==> config.mk <==
export PLATFORM = sky130hd
export DESIGN_NAME = trap_capture
export DESIGN_NICKNAME = d
export VERILOG_FILES = /design/src/rtl/trap_capture_pkg.sv /design/src/rtl/trap_capture_edge_detect.sv /design/src/rtl/trap_capture.sv
export SDC_FILE = /design/constraint.sdc
export NUM_CORES = 1
export LEC_CHECK = 0
export ABC_AREA = 1
export CELL_PAD_IN_SITES_DETAIL_PLACEMENT = 1
export CELL_PAD_IN_SITES_GLOBAL_PLACEMENT = 1
export CORE_UTILIZATION = 45
export DETAILED_ROUTE_END_ITERATION = 10
export HOLD_SLACK_MARGIN = 0.1
export PLACE_DENSITY_LB_ADDON = 0.1
export SLEW_MARGIN = 25
export SYNTH_ARGS = -nofsm -noshare
export SYNTH_HDL_FRONTEND = slang
export SYNTH_SLANG_ARGS = --single-unit
==> constraint.sdc <==
create_clock -name clk -period 4.3 [get_ports clk]
set_clock_uncertainty 0.05 [all_clocks]
set_input_delay 0.86 -clock clk [delete_from_list [all_inputs] [get_ports clk]]
set_output_delay 0.86 -clock clk [all_outputs]
set_load 0.02 [all_outputs]
==> src/rtl/trap_capture_pkg.sv <==
// Shared mapper definitions for the trap capture FIFO.
// Includes the trap record layout, the stream byte-sequencer states and the value returned for an empty read.
package trap_capture_pkg;

    localparam int DIR_W  = 1;
    localparam int ADDR_W = 16;
    localparam int DATA_W = 8;

    localparam logic [7:0] EMPTY_READ = 8'hFF;

    typedef enum logic [1:0] {
        S_LO  = 2'd0,
        S_HI  = 2'd1,
        S_DAT = 2'd2
    } stream_state_e;

    typedef struct packed {
        logic [DIR_W-1:0]  dir;
        logic [ADDR_W-1:0] addr;
        logic [DATA_W-1:0] data;
    } trap_rec_t;

    // IN cycles carry no meaningful CPU data, so the stored data byte is forced to zero.
    function automatic trap_rec_t make_rec(logic dir, logic [ADDR_W-1:0] addr,
                                           logic [DATA_W-1:0] data);
        trap_rec_t r;
        r.dir  = dir;
        r.addr = addr;
        r.data = dir ? data : '0;
        return r;
    endfunction

endpackage

==> src/rtl/trap_capture_edge_detect.sv <==
// Rising-edge detector built on a registered copy of the input.
// The register resets to 1, so an input that is already high when reset releases produces no event.
module edge_detect (
    input  logic clk,
    input  logic reset_n,
    input  logic sig,
    output logic pulse
);

    logic prev_q;

    always_ff @(posedge clk or negedge reset_n) begin
        if (!reset_n) prev_q <= 1'b1;
        else          prev_q <= sig;
    end

    assign pulse = sig & ~prev_q;

endmodule

==> src/rtl/trap_capture.sv <==
// Buffers mapper I/O violation records for the hypervisor.
// Records are read back through a status port and a three-byte stream port.
//   state | meaning
//   S_LO  | stream port presents head addr[7:0]
//   S_HI  | stream port presents head addr[15:8]
//   S_DAT | stream port presents head data; next stream read pops
module trap_capture
    import trap_capture_pkg::*;
#(
    parameter int DEPTH = 4
) (
    input  logic        clk,
    input  logic        reset_n,
    input  logic        trap_strobe,
    input  logic [15:0] trap_addr,
    input  logic        trap_dir,
    input  logic [7:0]  trap_data,
    input  logic        rd_req,
    input  logic        rd_sel,
    input  logic        clr,
    output logic [7:0]  data_out,
    output logic        pending,
    output logic        overflow,
    output logic [3:0]  count
);

    localparam int PW = $clog2(DEPTH);

    logic          trap_ev;
    logic          rd_ev;
    logic          stream_ev;
    logic          empty;
    logic          full;
    logic          pop;
    logic          push_ok;
    logic [PW:0]   head_q;
    logic [PW:0]   tail_q;
    logic [PW:0]   occ;
    logic          overflow_q;
    trap_rec_t     head_rec;
    trap_rec_t     mem [DEPTH];
    stream_state_e state_q;
    stream_state_e state_d;

    edge_detect u_trap_edge (
        .clk     (clk),
        .reset_n (reset_n),
        .sig     (trap_strobe),
        .pulse   (trap_ev)
    );

    edge_detect u_rd_edge (
        .clk     (clk),
        .reset_n (reset_n),
        .sig     (rd_req),
        .pulse   (rd_ev)
    );

    assign occ       = tail_q - head_q;
    assign empty     = (occ == '0);
    assign full      = (occ == (PW+1)'(DEPTH));
    assign stream_ev = rd_ev & rd_sel;
    assign pop       = stream_ev & ~empty & (state_q == S_DAT);
    // A full FIFO still accepts a push when the head slot is being freed in the same clock.
    assign push_ok   = trap_ev & (~full | pop);
    assign head_rec  = mem[head_q[PW-1:0]];

    assign count    = 4'(occ);
    assign pending  = ~empty;
    assign overflow = overflow_q;

    always_ff @(posedge clk or negedge reset_n) begin
        if (!reset_n) begin
            head_q     <= '0;
            tail_q     <= '0;
            overflow_q <= 1'b0;
        end else if (clr) begin
            head_q     <= '0;
            tail_q     <= '0;
            overflow_q <= 1'b0;
        end else begin
            if (push_ok) tail_q <= tail_q + 1'b1;
            if (pop)     head_q <= head_q + 1'b1;
            if (trap_ev && full && !pop) overflow_q <= 1'b1;
        end
    end

    always_ff @(posedge clk) begin
        if (push_ok && !clr) mem[tail_q[PW-1:0]] <= make_rec(trap_dir, trap_addr, trap_data);
    end

    always_ff @(posedge clk or negedge reset_n) begin
        if (!reset_n) state_q <= S_LO;
        else          state_q <= state_d;
    end

    always_comb begin
        state_d = state_q;
        if (clr) begin
            state_d = S_LO;
        end else if (stream_ev && !empty) begin
            case (state_q)
                S_LO:    state_d = S_HI;
                S_HI:    state_d = S_DAT;
                S_DAT:   state_d = S_LO;
                default: state_d = S_LO;
            endcase
        end
    end

    always_comb begin
        data_out = EMPTY_READ;
        if (!rd_sel) begin
            data_out = {overflow_q, ~empty, (empty ? 1'b0 : head_rec.dir[0]), state_q, count[2:0]};
        end else if (!empty) begin
            case (state_q)
                S_LO:    data_out = head_rec.addr[7:0];
                S_HI:    data_out = head_rec.addr[15:8];
                S_DAT:   data_out = head_rec.data;
                default: data_out = EMPTY_READ;
            endcase
        end
    end

endmodule

==> results.py <==
metrics = {
    "logic_synthesis": {
        "netlist_top_cells_count": "nand2_1 (133), edfxtp_1 (100), nor2_1 (69)",
        "post-synth-top-area-cell": "edfxtp_1",
        "synthFlopType": "edfxtp_1",
        "synth_nets": 540,
        "syn_area_um2": 5100,
        "ys_seq_area_share_pct": 64.3,
        "syn_inst": 502,
        "synth_edf_count": 100,
        "ys_ff_latch": 111,
        "post-synth-top-count-cell": "nand2_1",
        "syn_avg_cell_area_um2": 10.2,
        "synth_top_area_share_pct": 58.8,
        "async_reset_ff_share_pct": 9.91,
        "synthTopCellsByArea": "edfxtp_1 (59%), nand2_1 (9.8%), nor2_1 (5.1%)",
        "yosys_warnings": 0,
        "ys_types": 32,
    },
    "clock_network": {
        "cts_resized": 0,
        "htreeDepth": 3,
        "clock_latency_ps": 350,
        "cts_hold_buf": 0,
        "clk_pin_slew_ps": 70,
        "cts.sinks": 111,
        "postCtsSetupRepairBufs": 0,
        "cts-root-buf": "clkbuf_16",
        "cts.path.max_buffers": 2,
        "cts_tree": "built",
        "cts_made_buffers": 9,
    },
    "sta": {
        "setup_viol": 0,
        "setup_tns_ps": 0,
        "worstMarginPinSlew_ps": 656,
        "hold_viol": 0,
        "min_period_over_period_pct": 91.8,
        "min_period_ps": 3950,
        "maxSlewViolCount": 0,
        "max_freq_ghz": 0.253,
        "fin_ws_ps": 352,
        "rsz0062_at_grt": "false",
        "maxSlewHeadroom_pct": 56.2,
    },
    "place": {
        "numPortBuffers": 43,
        "dp_hpwl_mm": 7.53,
        "dp.cells": 671,
        "gp_congestion": 0.867,
        "preCtsSetupSlack_ps": 708,
    },
    "flow_run": {
        "cap_violations": 0,
    },
    "floorplanning": {
        "rows": 38,
        "io_pins": 45,
        "coreArea_um2": 10900,
        "dieArea_um2": 11800,
        "die_h_um": 108,
        "die_w_um": 108,
        "initial_utilization_pct": 46.7,
    },
    "layout": {
        "multiInputGateArea_um2": 1450,
        "finalNonFillerCells": 686,
        "drive_gt1_share_pct": 7.88,
        "area_growth_pct": 15.4,
        "antennaDiodeCount": 0,
        "fill_cells": 1226,
        "regArea_um2": 3280,
        "final_nets": 580,
        "final_core_util_pct": 53.9,
    },
    "routing": {
        "routed_via_density": 5.05,
        "drc": 0,
        "routed_wirelength_mm": 11.7,
        "first_pass_iters": 4,
        "wire_per_inst_um": 17.1,
        "drt_iter0_drc": 150,
        "vias": 3464,
        "ant_nets": 0,
    },
    "worst_setup_path": {
        "cp-end-kind": "output port",
        "crit_fanout": 14,
        "start_kind": "flop",
        "required_ps": 3390,
        "worst_path_largest_cell_delay_ps": 620,
        "crit_path_cell_trace": "ha_1, fa_1, nand2_1, inv_1, nand3_4, nand2_4, nor2_1, a21oi_1, clkdlybuf4s50_1",
        "crit_type": "flop to output port",
        "timing.critical_path.buf_inv": 2,
        "cp_data_arrival_time_ps": 3040,
        "critPathTopFamily": "buffers and inverters",
        "crit_path_top_delay_cell": "clkdlybuf4s50_1",
    },
    "grt": {
        "grt_pass1_wl_mm": 18.9,
        "grt_usage_pct": 22.0,
        "antenna_found_initial": 0,
        "grt_max_degree": 54,
        "grt_pass1_vias": 3590,
        "grt_overflow": 0,
    },
    "power_and_ir_drop": {
        "vdd_drop_max_v": 0.000210,
        "power_density_nw_per_um2": 418,
        "fin_total_pwr_mw": 2.46,
        "p_leak_nw": 2.43,
    },
    "min_path": {
        "hold_class": "flop to flop",
    },
    "outcome": {
        "run_status": "finished clean",
    },
}
metal layers:
metal	track usage [%]	share of wire (%)	up-vias
met3	5.18	4.6	10
met1	27.9	45	1691
met4	6.56	1.3	0
met5	0	0	-
li1	-	-	1697
met2	37.3	49	66
path summary, 6_finish.rpt:
path / startpoint / to / slack (ps) / depth (start not counted)
min in group asynchronous: reset_n / head_q[2] / 800 / 1
worst min register to register: overflow / overflow / 520 / 2
worst min-delay path: overflow / overflow / 520 / 2
worst max-delay path: head_q[0] / data_out[3] / 350 / 9
worst max register to register: head_q[0] / mem[2][3] / 1620 / 8
max in group asynchronous: reset_n / head_q[0] / 3010 / 1
registers in the layout, summed over array words and instances (netlist names):
register,cells
head_q,3
mem,100
overflow,1
state_q,2
tail_q,3
u_rd_edge.prev_q,1
u_trap_edge.prev_q,1
where the power goes:
group	switching [mW]	internal (mW)
Combinational	0.319	0.179
Sequential	0.0148	1.20
Clock	0.361	0.388
logic make-up after synthesis:
| family | Yosys count | synth area share [%] |
|---|---|---|
| fa+ha+maj | 7 | 1.86 |
| flops | 111 | 64.3 |
| compound gates | 35 | 3.95 |
| xor+xnor | 2 | 0.343 |
| buf+inv | 87 | 7.53 |
| simple gates | 259 | 22.0 |
| other cells | 1 | 0.0735 |
worst min-delay path, stage by stage, from the launching register on:
cell     delay (ps)
dfrtp_1         410
inv_1            60
a21oi_1          60
final cells by class:
type / instances / area share [%]
repair buffers: 49 / 8.07
flip-flops and latches: 111 / 55.7
multi-input cells: 304 / 24.6
inverters: 67 / 4.27
well taps: 140 / 2.97
clock inverters: 4 / 0.404
clock buffers: 11 / 3.95
per-stage QoR:
stage | area (um^2) | hold WS, ps
floorplan | 5100 | 469
global placement | 5630 | 493
detailed placement | 5630 | 511
CTS | 5890 | 523
global route | 5890 | 532
finish | 5890 | 516
cells in the final DEF (no fill, tap or decap), types with 5 or more instances in the layout:
cell             synthesis  routed
nand2_1                133     133
edfxtp_1               100     100
nor2_1                  69      65
inv_1                   60      60
clkdlybuf4s50_1          0      43
nand3_1                 41      41
a21oi_1                 15      15
o21ai_0                  9       9
clkbuf_16                0       9
dfrtp_1                  9       8
o21ai_1                  6       6
ha_1                     6       6
buf_4                    6       6
inv_2                    5       5
nor2_2                   1       5
No activity file was read; power rests on OpenSTA's default activity.
